==> src/rtl/serial_demux_1to8_if.sv <==
// Bus bundle for the 1-to-8 serial demultiplexer: serial input side, byte
// output handshake and status flags.
interface serial_demux_1to8_if;
  logic       din;
  logic       din_valid;
  logic       sof;
  logic [7:0] dout;
  logic       dout_valid;
  logic       dout_ready;
  logic [2:0] lane;
  logic       overflow;
  logic       frame_err;
  logic       clr_err;

  modport master (
    output din, din_valid, sof, dout_ready, clr_err,
    input  dout, dout_valid, lane, overflow, frame_err
  );

  modport slave (
    input  din, din_valid, sof, dout_ready, clr_err,
    output dout, dout_valid, lane, overflow, frame_err
  );
endinterface

==> src/rtl/serial_demux_1to8.sv <==
// Assembles LSB-first serial bits into bytes after a start-of-frame marker and
// hands them out over a valid/ready register with sticky overflow/framing flags.
//
// state   | meaning
// IDLE    | not frame-aligned; bits without sof are ignored, lane held at 0
// COLLECT | aligned; each accepted bit fills assembly[lane], lane advances
module serial_demux_1to8 (
  input logic              clk,
  input logic              rst_n,
  serial_demux_1to8_if.slave bus
);

  typedef enum logic {IDLE = 1'b0, COLLECT = 1'b1} state_t;

  state_t     state_q, state_d;
  logic [2:0] lane_q, lane_d;
  logic [7:0] asm_q, asm_d;
  logic [7:0] dout_q, dout_d;
  logic       dv_q, dv_d;
  logic       ovf_q, ovf_d;
  logic       ferr_q, ferr_d;
  logic       byte_done;
  logic       ovf_set;
  logic       ferr_set;

  always_ff @(posedge clk or negedge rst_n) begin
    if (!rst_n) begin
      state_q <= IDLE;
      lane_q  <= 3'd0;
      asm_q   <= 8'h00;
      dout_q  <= 8'h00;
      dv_q    <= 1'b0;
      ovf_q   <= 1'b0;
      ferr_q  <= 1'b0;
    end else begin
      state_q <= state_d;
      lane_q  <= lane_d;
      asm_q   <= asm_d;
      dout_q  <= dout_d;
      dv_q    <= dv_d;
      ovf_q   <= ovf_d;
      ferr_q  <= ferr_d;
    end
  end

  always_comb begin
    state_d   = state_q;
    lane_d    = lane_q;
    asm_d     = asm_q;
    dout_d    = dout_q;
    dv_d      = dv_q;
    ovf_d     = ovf_q;
    ferr_d    = ferr_q;
    byte_done = 1'b0;
    ovf_set   = 1'b0;
    ferr_set  = 1'b0;

    if (bus.din_valid) begin
      if (bus.sof) begin
        // Realignment discards any partial byte; only a non-zero lane is an error.
        ferr_set = (state_q == COLLECT) && (lane_q != 3'd0);
        asm_d    = {7'b0, bus.din};
        lane_d   = 3'd1;
        state_d  = COLLECT;
      end else if (state_q == COLLECT) begin
        asm_d[lane_q] = bus.din;
        lane_d        = lane_q + 3'd1;
        byte_done     = (lane_q == 3'd7);
      end
    end

    if (byte_done) begin
      if (!dv_q || bus.dout_ready) begin
        dout_d = asm_d;
        dv_d   = 1'b1;
      end else begin
        ovf_set = 1'b1;
      end
    end else if (dv_q && bus.dout_ready) begin
      dv_d = 1'b0;
    end

    // Set wins over a simultaneous clear.
    if (bus.clr_err) begin
      ovf_d  = 1'b0;
      ferr_d = 1'b0;
    end
    if (ovf_set)  ovf_d  = 1'b1;
    if (ferr_set) ferr_d = 1'b1;
  end

  assign bus.dout       = dout_q;
  assign bus.dout_valid = dv_q;
  assign bus.lane       = lane_q;
  assign bus.overflow   = ovf_q;
  assign bus.frame_err  = ferr_q;

endmodule

==> src/flat_wrapper.sv <==
// flat-port wrapper written by rule: the top's interface ports become plain ports
module serial_demux_1to8_flat 
  (clk, rst_n, bus_din, bus_din_valid, bus_sof, bus_dout_ready, bus_clr_err, bus_dout, bus_dout_valid, bus_lane, bus_overflow, bus_frame_err);
  serial_demux_1to8_if bus_i ();
  input logic clk;
  input logic rst_n;
  input wire logic [$bits(bus_i.din)-1:0] bus_din;
  input wire logic [$bits(bus_i.din_valid)-1:0] bus_din_valid;
  input wire logic [$bits(bus_i.sof)-1:0] bus_sof;
  input wire logic [$bits(bus_i.dout_ready)-1:0] bus_dout_ready;
  input wire logic [$bits(bus_i.clr_err)-1:0] bus_clr_err;
  output wire logic [$bits(bus_i.dout)-1:0] bus_dout;
  output wire logic [$bits(bus_i.dout_valid)-1:0] bus_dout_valid;
  output wire logic [$bits(bus_i.lane)-1:0] bus_lane;
  output wire logic [$bits(bus_i.overflow)-1:0] bus_overflow;
  output wire logic [$bits(bus_i.frame_err)-1:0] bus_frame_err;
  assign bus_i.din = bus_din;
  assign bus_i.din_valid = bus_din_valid;
  assign bus_i.sof = bus_sof;
  assign bus_i.dout_ready = bus_dout_ready;
  assign bus_i.clr_err = bus_clr_err;
  assign bus_dout = bus_i.dout;
  assign bus_dout_valid = bus_i.dout_valid;
  assign bus_lane = bus_i.lane;
  assign bus_overflow = bus_i.overflow;
  assign bus_frame_err = bus_i.frame_err;
  serial_demux_1to8 u_core (.clk(clk), .rst_n(rst_n), .bus(bus_i));
endmodule
==> config.mk <==
export PLATFORM = sky130hd
export DESIGN_NAME = serial_demux_1to8_flat
export DESIGN_NICKNAME = d
export VERILOG_FILES = /design/src/rtl/serial_demux_1to8_if.sv /design/src/rtl/serial_demux_1to8.sv /design/src/flat_wrapper.sv
export SDC_FILE = /design/constraint.sdc
export NUM_CORES = 1
export LEC_CHECK = 0
export ABC_AREA = 1
export BUFFER_PORTS_ARGS = -buffer_cell sky130_fd_sc_hd__buf_4
export CORE_ASPECT_RATIO = 1.5
export CORE_MARGIN = 5
export CORE_UTILIZATION = 48
export DETAILED_ROUTE_END_ITERATION = 8
export GPL_TIMING_DRIVEN = 0
export PLACE_DENSITY = 0.83
export SLEW_MARGIN = 30
export SYNTH_ARGS = -nofsm -noshare
export SYNTH_HDL_FRONTEND = slang
export SYNTH_SLANG_ARGS = --single-unit
==> constraint.sdc <==
create_clock -name clk -period 1.3 [get_ports clk]
set_clock_uncertainty 0.1 [all_clocks]
set_input_delay 0.195 -clock clk [delete_from_list [all_inputs] [get_ports clk]]
set_output_delay 0.195 -clock clk [all_outputs]
set_load 0.02 [all_outputs]
==> impl_metrics.tcl <==
set metrics [dict create \
    status "complete, but fails checks" \
    violations "setup timing" \
    worstSetupStartpointType "flip-flop" \
    synth-edff-count 0 \
    ff_latch_area_um2 580.6 \
    min_path_type "in -> reg" \
    grt_pass1_wl_um 4429 \
    pre_cts_slack_ns -0.2015 \
    ys_seq_elements 23 \
    cts-htree-levels 1 \
    fillers 176 \
    ant_nets 0 \
    syn_nets 153 \
    root_buffer "clkbuf_4" \
    yosysTopAreaCell "dfrtp_1" \
    drt_first_pass_iters 4 \
    diodes 0 \
    die_w_um 50.09 \
    combPwrFrac_pct 27.0 \
    portBuffers 20 \
    dp_hpwl_um 1774 \
    p_total_w 0.001570 \
    synthTopCellsByCount "nand2_1, dfrtp_1, inv_1" \
    yosysMostFrequentCell "nand2_1" \
    r2r_cells 7 \
    p_sw_share_pct 31.90 \
    cellInternalPower_w 0.001069 \
    max_freq_ghz 0.7117 \
    path_max_fanout 5 \
    vias 1035 \
    syn_area_um2 1157 \
    hold_path_depth 3 \
    yosys_warnings 0 \
    grt_use_total_pct 15.80 \
    gp_congestion 0.8007 \
    netSwitchingPower_w 0.0005007 \
    syn_inst 143 \
    finalHoldViolCount 0 \
    wl_um 2664 \
    drv_slew 0 \
    design.core.area_um2 2286 \
    syn-mean-instance-area_um2 8.093 \
    grt_max_degree 24 \
    synth_cell_types 15 \
    synthTopCellsByArea "dfrtp_1, nand2_1, nand3_1, inv_1, nor2_8" \
    die_area_um2 3513 \
    antenna_found_initial 0 \
    drv_cap 0 \
    start_util_pct 50.63 \
    path_clk_slew_ns 0.12 \
    finalCritPeriodShare_pct 108.1 \
    peakVddDrop_mv 0.7795 \
    gr-total-overflow 0 \
    die_y_um 70.14 \
    drive_gt1_share_pct 38.76 \
    power_density_nw_per_um2 995.0 \
    p_clk_share_pct 21.2 \
    grt_pass1_vias 1070 \
    critPathArrivalTime_ns 1.52 \
    drtIter0Drc 48 \
    multiInputGateArea_um2 586.8 \
    via_per_inst 5.149 \
    synthToLayoutAreaGrowth_pct 36.32 \
    cts_tree "built" \
    tightest_slew_ns 0.3891 \
    worst_setup_path_end_kind "flip-flop" \
    period_minus_slack_ns 1.405 \
    path_class "reg -> reg" \
    io-pin-count 21 \
    critPathRequiredTime_ns 1.41 \
    rsz0062_at_grt "true" \
    seqPwrFrac_pct 51.8 \
    wire_per_inst_um 13.25 \
    finalWorstSetupSlack_ns -0.1050 \
    relSlewSlack_pct 73.96 \
    clkSinkCount 23 \
    insertion_delay_ns 0.31 \
    setup_viol 12 \
    async_reset_ff_share_pct 100.0 \
    ys.flop_type "dfrtp_1" \
    yosysSeqAreaShare_pct 49.73 \
    cts_buffers 3 \
    drcViolationCount 0 \
    rows 21 \
    leakagePower_nw 0.8336 \
    fin_nets 189 \
    clk_path_buf_depth 2 \
    yosysTopAreaCellShare_pct 49.73 \
]
[sequential cells by signal (all words and copies together) (netlist names)]
| signal | flops |
|---|---|
| u_core.bus.dout | 8 |
| u_core.state_q | 1 |
| u_core.asm_q | 8 |
| u_core.bus.frame_err | 1 |
| u_core.bus.dout_valid | 1 |
| u_core.bus.overflow | 1 |
| u_core.bus.lane | 3 |
[path summary, 6_finish.rpt]
check,from,to,slack [ns]
max,u_core.bus.lane[1],u_core.bus.dout[2],-0.11
min,bus_din_valid,u_core.state_q,0.1
max reg2reg,u_core.bus.lane[1],u_core.bus.dout[2],-0.11
min reg2reg,u_core.bus.dout[3],u_core.bus.dout[3],0.39
max in group asynchronous,rst_n,u_core.state_q,0.66
min in group asynchronous,rst_n,u_core.bus.dout[0],0.19
[power groups by stage]
stage / sequential (W) / clock [W] / combinational (W)
after global routing: 0.000820 / 0.000359 / 0.000468
after detailed placement: 0.000833 / 0 / 0.000321
final: 0.000814 / 0.000332 / 0.000424
after CTS: 0.000812 / 0.000337 / 0.000391
after global placement: 0.000830 / 0 / 0.000305
after floorplan: 0.000858 / 0 / 0.000168
[per-stage QoR]
stage | setup TNS, ns | instance area [um2] | utilization (%) | hold slack [ns] | std cells
floorplan | -0.8777 | 1187 | - | -0.2006 | 143
global placement | -1.059 | 1366 | 59.77 | -0.001801 | 186
detailed placement | -1.428 | 1366 | 59.77 | 0.003501 | 186
CTS | -0.7923 | 1513 | 66.17 | 0.08850 | 200
global route | -1.714 | 1578 | 69.02 | 0.1235 | 201
finish | -0.9921 | 1578 | 69.02 | 0.09544 | 201
[cell type report]
type                            count  area share (%)
Sequential cell                    23           36.80
Tap cell                           23           1.824
Multi-Input combinational cell     97           37.19
Clock buffer                        4           1.665
Inverter                           23           5.789
Timing Repair inverter              1          0.3965
Timing Repair Buffer               30           16.34
[cell usage in the layout, fill, tap and decap left out, drive strengths merged]
cell type | Yosys | final
dfrtp | 23 | 23
o21ai | 6 | 6
dlygate4sd3 | 0 | 2
nand2 | 57 | 57
o21bai | 2 | 2
inv | 23 | 24
clkbuf | 0 | 4
nor2 | 7 | 7
buf | 0 | 28
nand3 | 21 | 21
ha | 3 | 3
o22ai | 1 | 1
[repair_timing]
action                     CTS  global route
cloned                       1             0
hold buffers                 2             0
hold endpoints to repair    25             0
buffers inserted             7             1
setup endpoints to repair   11            21
pin swaps                   13             7
resized for setup           12            21
[worst max-delay path: stages (launching register included)]
cell and delay [ns]:
dfrtp_2 0.47, ha_4 0.18, ha_4 0.15, nand3_4 0.10, nor2_8 0.06, buf_6 0.15
nand2_2 0.04, nand2_1 0.04
[layer usage]
layer / vias to the layer above / part of all wire [%] / GRT usage, %
li1: 521 / - / -
met1: 480 / 36 / 17.15
met2: 28 / 57 / 29.51
met3: 6 / 4.5 / 1.489
met4: 0 / 2.6 / 6.706
met5: - / 0 / 0
[logic make-up (layout without fill, tap and decap cells)]
logic type | Yosys count | in the layout | share of synthesized area (%)
flops | 23 | 23 | 49.73
fa+ha+maj | 3 | 3 | 3.244
compound gates | 9 | 9 | 4.757
buf+inv | 23 | 58 | 7.892
simple gates | 85 | 85 | 34.38
No activity file was read; power rests on OpenSTA's default activity.
